**config.mk**
```make
export PLATFORM = sky130hd
export DESIGN_NAME = bcd_key_entry
export DESIGN_NICKNAME = d
export VERILOG_FILES = /design/src/rtl/bcd_key_entry.sv
export SDC_FILE = /design/constraint.sdc
export NUM_CORES = 1
export LEC_CHECK = 0
export BUFFER_PORTS_ARGS = -buffer_cell sky130_fd_sc_hd__buf_4
export CAP_MARGIN = 25
export CORE_MARGIN = 2
export CORE_UTILIZATION = 56
export CTS_CLUSTER_SIZE = 40
export DETAILED_ROUTE_END_ITERATION = 12
export PLACE_DENSITY = 0.79
export SKIP_LAST_GASP = 1
export SLEW_MARGIN = 20
export SYNTH_ARGS = -nofsm -noshare
export SYNTH_HDL_FRONTEND = slang
export SYNTH_SLANG_ARGS = --single-unit
export TNS_END_PERCENT = 5
```
**constraint.sdc**
```tcl
create_clock -name clk -period 3.2 [get_ports clk]
set_input_delay 0.48 -clock clk [delete_from_list [all_inputs] [get_ports clk]]
set_output_delay 0.48 -clock clk [all_outputs]
set_load 0.005 [all_outputs]
```
**src/rtl/bcd_key_entry.sv**
```systemverilog
// bcd_key_entry
//   Consumes the 4-bit code from a 10-line-to-4-line BCD priority encoder
//   (0000-1001 = key 0-9, anything else = no key). It debounces both press
//   and release, emits one strobe for each accepted press, and shifts each
//   accepted digit into a packed multi-digit BCD entry register.
//
// Ports
//   clk          system clock, rising edge
//   rst_n        asynchronous active-low reset
//   code_i[3:0]  encoder code; values above 1001 mean "no key"
//   clear_i      synchronous clear of the entry register, count and overflow
//   digits_o     packed BCD digits; [3:0] holds the most recent digit
//   count_o      number of valid digits; saturates at DIGITS
//   key_valid_o  one-cycle strobe for each accepted press
//   key_code_o   code of the last accepted key; held until the next accept
//   overflow_o   sticky; set when a key is accepted while count_o == DIGITS
//
// Build option
//   BCD_ENTRY_LOCK_EN: when defined, an accept into a full entry register
//   leaves digits_o frozen instead of dropping the oldest digit.

module bcd_key_entry #(
  parameter int DIGITS     = 4,
  parameter int DEB_CYCLES = 12000,
  localparam int CW = $clog2(DIGITS + 1),
  localparam int DW = (DEB_CYCLES > 2) ? $clog2(DEB_CYCLES - 1) : 1
) (
  input  logic                  clk,
  input  logic                  rst_n,
  input  logic [3:0]            code_i,
  input  logic                  clear_i,
  output logic [4*DIGITS-1:0]   digits_o,
  output logic [CW-1:0]         count_o,
  output logic                  key_valid_o,
  output logic [3:0]            key_code_o,
  output logic                  overflow_o
);

  typedef enum logic [1:0] {IDLE, DEB_PRESS, HELD, DEB_REL} state_t;

  state_t                r_state;
  logic [3:0]            r_cand;
  logic [DW-1:0]         r_cnt;
  logic [4*DIGITS-1:0]   r_digits;
  logic [CW-1:0]         r_count;
  logic                  r_key_valid;
  logic [3:0]            r_key_code;
  logic                  r_overflow;

  logic                  w_key;
  logic                  w_last;
  logic                  w_accept;
  logic                  w_full;
  logic [4*DIGITS-1:0]   w_shift;

  assign w_key  = (code_i <= 4'd9);
  // The edge that enters a debounce state with cnt = 0 already counts as the
  // first stable sample, so DEB_CYCLES samples end when cnt == DEB_CYCLES-2.
  assign w_last = (r_cnt == DW'(DEB_CYCLES - 2));
  assign w_accept = (r_state == DEB_PRESS) && (code_i == r_cand) && w_last;
  assign w_full = (r_count == CW'(DIGITS));

  generate
    if (DIGITS == 1) begin : g_one
      assign w_shift = r_cand;
    end else begin : g_multi
      assign w_shift = {r_digits[4*DIGITS-5:0], r_cand};
    end
  endgenerate

  always_ff @(posedge clk or negedge rst_n) begin
    if (!rst_n) begin
      r_state     <= IDLE;
      r_cand      <= '0;
      r_cnt       <= '0;
      r_digits    <= '0;
      r_count     <= '0;
      r_key_valid <= 1'b0;
      r_key_code  <= '0;
      r_overflow  <= 1'b0;
    end else begin
      r_key_valid <= w_accept;

      case (r_state)
        IDLE: begin
          if (w_key) begin
            r_state <= DEB_PRESS;
            r_cand  <= code_i;
            r_cnt   <= '0;
          end
        end
        DEB_PRESS: begin
          if (!w_key) begin
            r_state <= IDLE;
          end else if (code_i != r_cand) begin
            r_cand <= code_i;
            r_cnt  <= '0;
          end else if (w_last) begin
            r_state <= HELD;
          end else begin
            r_cnt <= r_cnt + DW'(1);
          end
        end
        HELD: begin
          if (!w_key) begin
            r_state <= DEB_REL;
            r_cnt   <= '0;
          end
        end
        DEB_REL: begin
          if (w_key) begin
            r_state <= HELD;
          end else if (w_last) begin
            r_state <= IDLE;
          end else begin
            r_cnt <= r_cnt + DW'(1);
          end
        end
        default: r_state <= IDLE;
      endcase

      if (w_accept) begin
        r_key_code <= r_cand;
      end

      // Clear takes priority over storing a coincident digit.
      if (clear_i) begin
        r_digits   <= '0;
        r_count    <= '0;
        r_overflow <= 1'b0;
      end else if (w_accept) begin
        if (w_full) begin
          r_overflow <= 1'b1;
`ifndef BCD_ENTRY_LOCK_EN
          r_digits   <= w_shift;
`endif
        end else begin
          r_digits <= w_shift;
          r_count  <= r_count + CW'(1);
        end
      end
    end
  end

  assign digits_o    = r_digits;
  assign count_o     = r_count;
  assign key_valid_o = r_key_valid;
  assign key_code_o  = r_key_code;
  assign overflow_o  = r_overflow;

endmodule

```
==> results summary, run 1 <==
Setup repair after global routing left no endpoint under its margin. The buffer cell driving the clock tree root is clkbuf_8. Ranked by total cell area, the synthesized netlist is headed by dfrtp_1 (48%), mux2i_1 (6.8%), nand2b_1 (5.9%), mux2_2 (3.8%), a21oi_1 (3.6%). The commonest cells after synthesis are dfrtp_1 (45), nand2b_1 (22), a21oi_1 (17).

The net total in the final layout came out at 254. The net count after synthesis is 220. The count of distinct cell types in the synthesized netlist came out at 39. The initial cell density of the core is 58.26%. Timing analysis after detailed placement gives a worst setup slack of 1.009 ns.

The CTS buffer count is 5. The number of enable flip-flop cells after synthesis is 0. The final antenna diode count is 0. The worst setup path is launched from a flip-flop. The final worst-path cycle share came out at 68.55%.

The count of yosys warnings during synthesis came out at 0. The number of hold buffers added after CTS was 0. After detailed routing, the number of remaining DRC violations is 0. The headroom to the max-slew limit is 63.10%. The length of the first detailed-routing pass in iterations is 4.

The level count of the clock H-tree is 2. The final hold slack came out at 0.1713 ns. In the global route stage, overall resource usage came out at 21.47%.

The width of the chip came out at 68.74 um. The sum of negative setup slack is 0 ns. The clock tree from TritonCTS is done. The main flop type after synthesis is dfrtp_1. The overflow left after global routing came out at 0. The first global-routing pass estimated 7.431 mm of wire. The number of endpoints failing setup at the final stage came out at 0. The count of state elements after synthesis is 45. The tool flagged a number of max-cap violations equal to 0. Based on the critical path, the design can be clocked at up to 455.9 MHz. The final critical delay including setup and external delays came out at 2.194 ns. The number of antenna violations at the first check in global routing is 0. The number of antenna-violating nets in the routed design came out at 0. The dominant cell by count in the synthesized netlist is dfrtp_1.

The share of cells above drive strength 1 came out at 22.54%. From bottom edge to top edge, the die measures 68.74 um. The worst hold path belongs to the class in -> async. The critical path is of the reg -> reg type. The run finished with clean final reports. The detailed-route wire length per cell came out at 15.60 um.

The synthesized area per cell came out at 11.23 um2. The power density relative to cell area came out at 402.6 mW/mm2. The max-slew violation count came out at 0. The total number of clock tree sinks came out at 45. The number of cells upsized or downsized after cts came out at 0. The critical path required time came out at 3.42 ns. Entering global routing, the biggest net connects 46 pins. The top cell type's share of synthesized area came out at 47.97%.

The detailed placer's ending HPWL is 3.259 mm. The aggregate routed wire length came out at 4.586 mm. The number of buffers on the longest clock path came out at 2. The I/O pin count came out at 32. The number of post-CTS setup repair buffers came out at 0.

The largest fanout on the critical path came out at 13. The clock-pin slew on the worst setup and hold paths is 0.08 ns. The portion of the post-synthesis area used by sequential elements came out at 47.97%.

The total die area came out at 0.004725 mm2. The number of global-route vias before repair came out at 1585. The data arrival at the endpoint of the critical path is 2.41 ns. The nature of the critical path endpoint is a flip-flop.

The slew at the pin with the worst max-slew slack is 0.5535 ns. Using the TritonRoute via totals, the vias-per-cell ratio works out to 5.939. The total vias in the final route is 1746.

The post-layout worst setup margin is 1.006 ns. Input and output buffers added on the ports amount to 31. The relative area change from synthesis to final layout is 16.26%. The netlist area before placement came out at 0.002347 mm2. The gate count after technology mapping came out at 209. The post-synthesis cell type with the largest combined area is dfrtp_1. After floorplanning, the core was sized to cover 0.004029 mm2. The share of synthesized flip-flops with an asynchronous set or reset is 100.0%. The largest voltage drop on the vdd net is 0.3222 mV. The number of violations reported at the end of detailed-routing iteration 0 is 131. For the worst-skew pair, the clock arrives at the later sink with an insertion delay of 0.30 ns.

At the end of routability-driven placement, the weighted congestion stood at 0.8118. The initialized floorplan defines 23 standard-cell rows. Summed over all cells, the static leakage comes to 1.194 nW. The clock skew after layout came out at 0.005199 ns.

The final core area utilization came out at 67.73%. The number of hold violations in the final report was 0.
-- critical path: stages, from the launching register on --
cell and delay (ns):
dfrtp_1 0.44, inv_1 0.09, ha_1 0.21, nand4bb_4 0.15
nor4_4 0.48, nand3_4 0.27, inv_4 0.25, mux2i_1 0.22
-- metrics by stage --
step | total power (W) | cell area (um2) | cells
2_1_floorplan | 0.0006498 | 2347 | 209
6_report | 0.001099 | 2729 | 294
4_1_cts | 0.001109 | 2729 | 294
5_1_grt | 0.001143 | 2729 | 294
3_5_place_dp | 0.0006843 | 2618 | 286
3_3_place_gp | 0.0006824 | 2618 | 286
-- cell usage in the layout (no fill, tap or decap), drive strengths merged, types with 6 or more instances in the layout --
| cell type | count |
|---|---|
| nand4 | 7 |
| a21oi | 17 |
| mux2 | 8 |
| clkbuf | 6 |
| o21ai | 7 |
| mux2i | 16 |
| o31ai | 6 |
| or4 | 6 |
| nand2 | 10 |
| buf | 33 |
| dfrtp | 45 |
| nand2b | 22 |
| nand3 | 6 |
-- logic make-up after synthesis --
| group | share of synthesized area (%) |
|---|---|
| compound gates | 11.62 |
| simple gates | 22.76 |
| xor+xnor | 2.239 |
| flops | 47.97 |
| fa+ha+maj | 2.132 |
| buf+inv | 2.612 |
| mux | 10.66 |
-- flip-flops by register name (all words and copies together), names as in the netlist, named ones only --
register,flops
r_state,1
r_cand,4
key_code_o,4
key_valid_o,1
overflow_o,1
count_o,3
r_cnt,14
digits_o,16
-- final timing paths --
check	startpoint	to	slack, ns	cells past startpoint
setup / recovery	r_cnt[0]$_DFFE_PN0P_	digits_o[1]$_DFFE_PN0P_	1.01	7
hold / removal	rst_n	r_cnt[1]$_DFFE_PN0P_	0.17	1
setup reg to reg	r_cnt[0]$_DFFE_PN0P_	digits_o[1]$_DFFE_PN0P_	1.01	7
hold reg to reg	overflow_o$_DFFE_PN0P_	overflow_o$_DFFE_PN0P_	0.51	2
max in group asynchronous	rst_n	digits_o[4]$_DFFE_PN0P_	2.65	1
min in group clk	code_i[0]	r_cand[0]$_DFFE_PN0P_	0.44	2
-- power breakdown --
part	total (W)	leakage (nW)	switching, W	internal (W)
logic	0.0000831	0.524	0.0000534	0.0000297
registers	0.000589	0.615	0.0000123	0.000577
clock network	0.000426	0.0554	0.000192	0.000234
total	0.00110	1.19	0.000258	0.000841
-- cell type report --
class / instances / area, um2
Sequential cell: 45 / 1126
Tap cell: 50 / 62.56
Multi-Input combinational cell: 153 / 1160
Clock buffer: 6 / 72.57
Fill cell: 328 / 1300
Inverter: 5 / 21.27
Clock inverter: 2 / 38.79
Timing Repair Buffer: 33 / 247.7
-- metal layers --
layer	track usage, %	share of wire [%]	up-vias
met5	0	0	-
met4	7.353	1.2	0
met3	5.357	5.0	4
met2	31.01	44	39
met1	31.41	50	843
li1	-	-	860
Power figures use the tool's default switching activity.
==> inputs of run 2 (changes only) <==
Clock period 3.2 ns to 2.25 ns, I/O delays scaled along.
==> results summary, run 2 (synthesis gave the netlist of run 1 again) <==
The post-layout worst setup margin was 0.1813 ns (-0.8251 ns). The routability congestion estimate came to 0.8404 (+3.5%). STA classifies the critical path endpoint as a flip-flop.

The net total in the final layout was 256 (+0.79%). The remaining routing DRC violations is 0 (unchanged). The number of placement rows is 23 (unchanged).

The power density relative to cell area is 542.3 mW/mm2 (+35%). The number of global-route vias before repair is 1639 (+3.4%). The number of hold violations in the final report was 0 (unchanged). The final hold slack came out at 0.02226 ns (-0.1491 ns). The number of buffers on the longest clock path is 2 (unchanged). The library cell used most frequently in the layout, excluding fill and tap cells, is dfrtp_1.

The number of endpoints failing setup at the final stage was 0 (unchanged). The maximum number of pins on one net before global-route repair came out at 46 (unchanged). The worst setup path is launched from a flip-flop. The number of port buffers is 31 (unchanged). The initial cell density of the core came out at 58.26% (unchanged). The clock-pin slew on the worst setup and hold paths is 0.09 ns (about the same). The vertical extent of the die came to 68.74 um (unchanged). The setup slack after placement was 0.1708 ns (-0.8381 ns). The I/O pin count is 32 (unchanged). The worst-skew pair later-pin latency came out at 0.30 ns (about the same).

The aggregate routed wire length is 4.675 mm (+1.9%). The final core area utilization was 67.73% (unchanged). The CTS buffer count came to 5 (unchanged). The total vias in the final route is 1796 (+2.9%).

The detailed placer's ending HPWL came to 3.336 mm (+2.4%). The number of buffers added to fix hold violations after cts came out at 0 (unchanged). The headroom to the max-slew limit is 37.63% (-25 points). The critical path required time came out at 2.47 ns (-0.95 ns).

The final antenna diode count came out at 0 (unchanged). In this run the worst hold path is classified as in -> async. The sum of negative setup slack is 0 ns (unchanged). The number of cells traversed by the worst register-to-register path came out at 7 (unchanged).

The final critical delay including setup and external delays is 2.069 ns (-0.1249 ns). The relative area change from synthesis to final layout was 16.26% (unchanged). The detailed-route wire length per cell came to 15.79 um (+1.3%). The number of post-CTS setup repair buffers is 0 (unchanged). The length of the first detailed-routing pass in iterations was 4 (unchanged). The overflow left after global routing came to 0 (unchanged).

The total of max-cap violations is 0 (unchanged). The final worst-path cycle share came out at 91.94% (+23 points). The largest fanout on the critical path is 13 (unchanged). The data arrival at the endpoint of the critical path is 2.29 ns (-0.12 ns). The number of antenna-violating nets in the routed design came out at 0 (unchanged). The flip-flop count of the largest register after layout came out at 16 (unchanged). The level count of the clock H-tree is 2 (unchanged). The overall global routing resource usage is 22.22% (+0.75 points). The largest voltage drop on the vdd net came out at 0.4273 mV (+33%). The slew at the pin with the worst max-slew slack came out at 0.9355 ns (+0.3820 ns).

The number of violations reported at the end of detailed-routing iteration 0 was 167 (+27%). The run finished with clean final reports. The root buffer cell chosen for the clock tree is clkbuf_8.

The clock skew after layout came out at 0.006834 ns (+0.001635 ns). The global-route wire length before repair came out at 7.776 mm (+4.6%). The total number of clock tree sinks was 45 (unchanged). The number of cells upsized or downsized after cts came out at 0 (unchanged). The highest clock frequency the design can meet is 483.4 MHz (+6.0%). The static leakage came out at 1.201 nW (+0.52%).

The max-slew violation count was 0 (unchanged). The category of the critical setup timing path is reg -> reg. The mean number of vias per cell is 6.068 (+2.2%). The area of the core is 0.004029 mm2 (unchanged). The origin of the worst setup path is r_cnt[0]$_DFFE_PN0P_. The worst reg-to-reg setup slack came out at 0.18 ns (-0.83 ns). The number of antenna violations at the first check in global routing came out at 0 (unchanged). The width of the chip was 68.74 um (unchanged). The top cell types in the final layout, fill and taps aside, are dfrtp_1 (45), buf_4 (35), nand2b_1 (22). Setup repair after global routing left no endpoint under its margin. The startpoint identified for the worst register-to-register timing path is r_cnt[0]$_DFFE_PN0P_. The destination of the critical timing path is digits_o[14]$_DFFE_PN0P_. The total die area is 0.004725 mm2 (unchanged).

The worst register-to-register path ends at digits_o[14]$_DFFE_PN0P_. The clock tree from TritonCTS is done. The share of cells above drive strength 1 came out at 23.58% (+1.0 points).
## run 2: metal layers
metal | vias up | GRT usage [%] | share of wire, % | wire length, um
met2 | 73 | 32.09 | 44 | 2056
li1 | 861 | - | - | -
met1 | 856 | 32.84 | 49 | 2271
met4 | 0 | 6.127 | 1.1 | 50
met5 | - | 0 | 0 | 0
met3 | 6 | 6.169 | 6.4 | 297
## run 2: worst min path at each step
stage,start,to,slack (ns),depth (start not counted)
4_1_cts,rst_n,r_cnt[9]$_DFFE_PN0P_,0.04,1
3_5_place_dp,rst_n,r_cnt[7]$_DFFE_PN0P_,0.37,1
6_report,rst_n,r_cnt[9]$_DFFE_PN0P_,0.02,1
2_1_floorplan,rst_n,async pin,0.04,0
5_1_grt,rst_n,r_cnt[8]$_DFFE_PN0P_,0.07,1
3_3_place_gp,rst_n,r_cnt[7]$_DFFE_PN0P_,0.37,1
## run 2: through the flow
step	area, um2	total power (W)	std cells
after floorplan	2347	0.0009242	209
after global placement	2633	0.0009718	288
after detailed placement	2633	0.0009742	288
after CTS	2729	0.001495	296
after global routing	2729	0.001548	296
final	2729	0.001480	296
## run 2: critical path, stage by stage, from the launching register on
cell and delay, ns:
dfrtp_1 0.44, inv_1 0.10, ha_1 0.23, nand4bb_4 0.15
nor4_4 0.35, nand3_4 0.24, inv_4 0.26, mux2i_1 0.23
## run 2: final cells by class
type	instances	area (um2)
clock buffer	6	82.58
clock inverter	2	13.76
fill	317	1300
inverter	5	21.27
multi-input combinational	153	1160
sequential	45	1126
tap	50	62.56
timing repair buffer	35	262.8
## run 2: report_power, final
part | total, W | switching [W] | internal (W)
logic | 0.000119 | 0.0000766 | 0.0000429
clock network | 0.000523 | 0.000274 | 0.000249
registers | 0.000838 | 0.0000173 | 0.000820
total | 0.00148 | 0.000368 | 0.00111
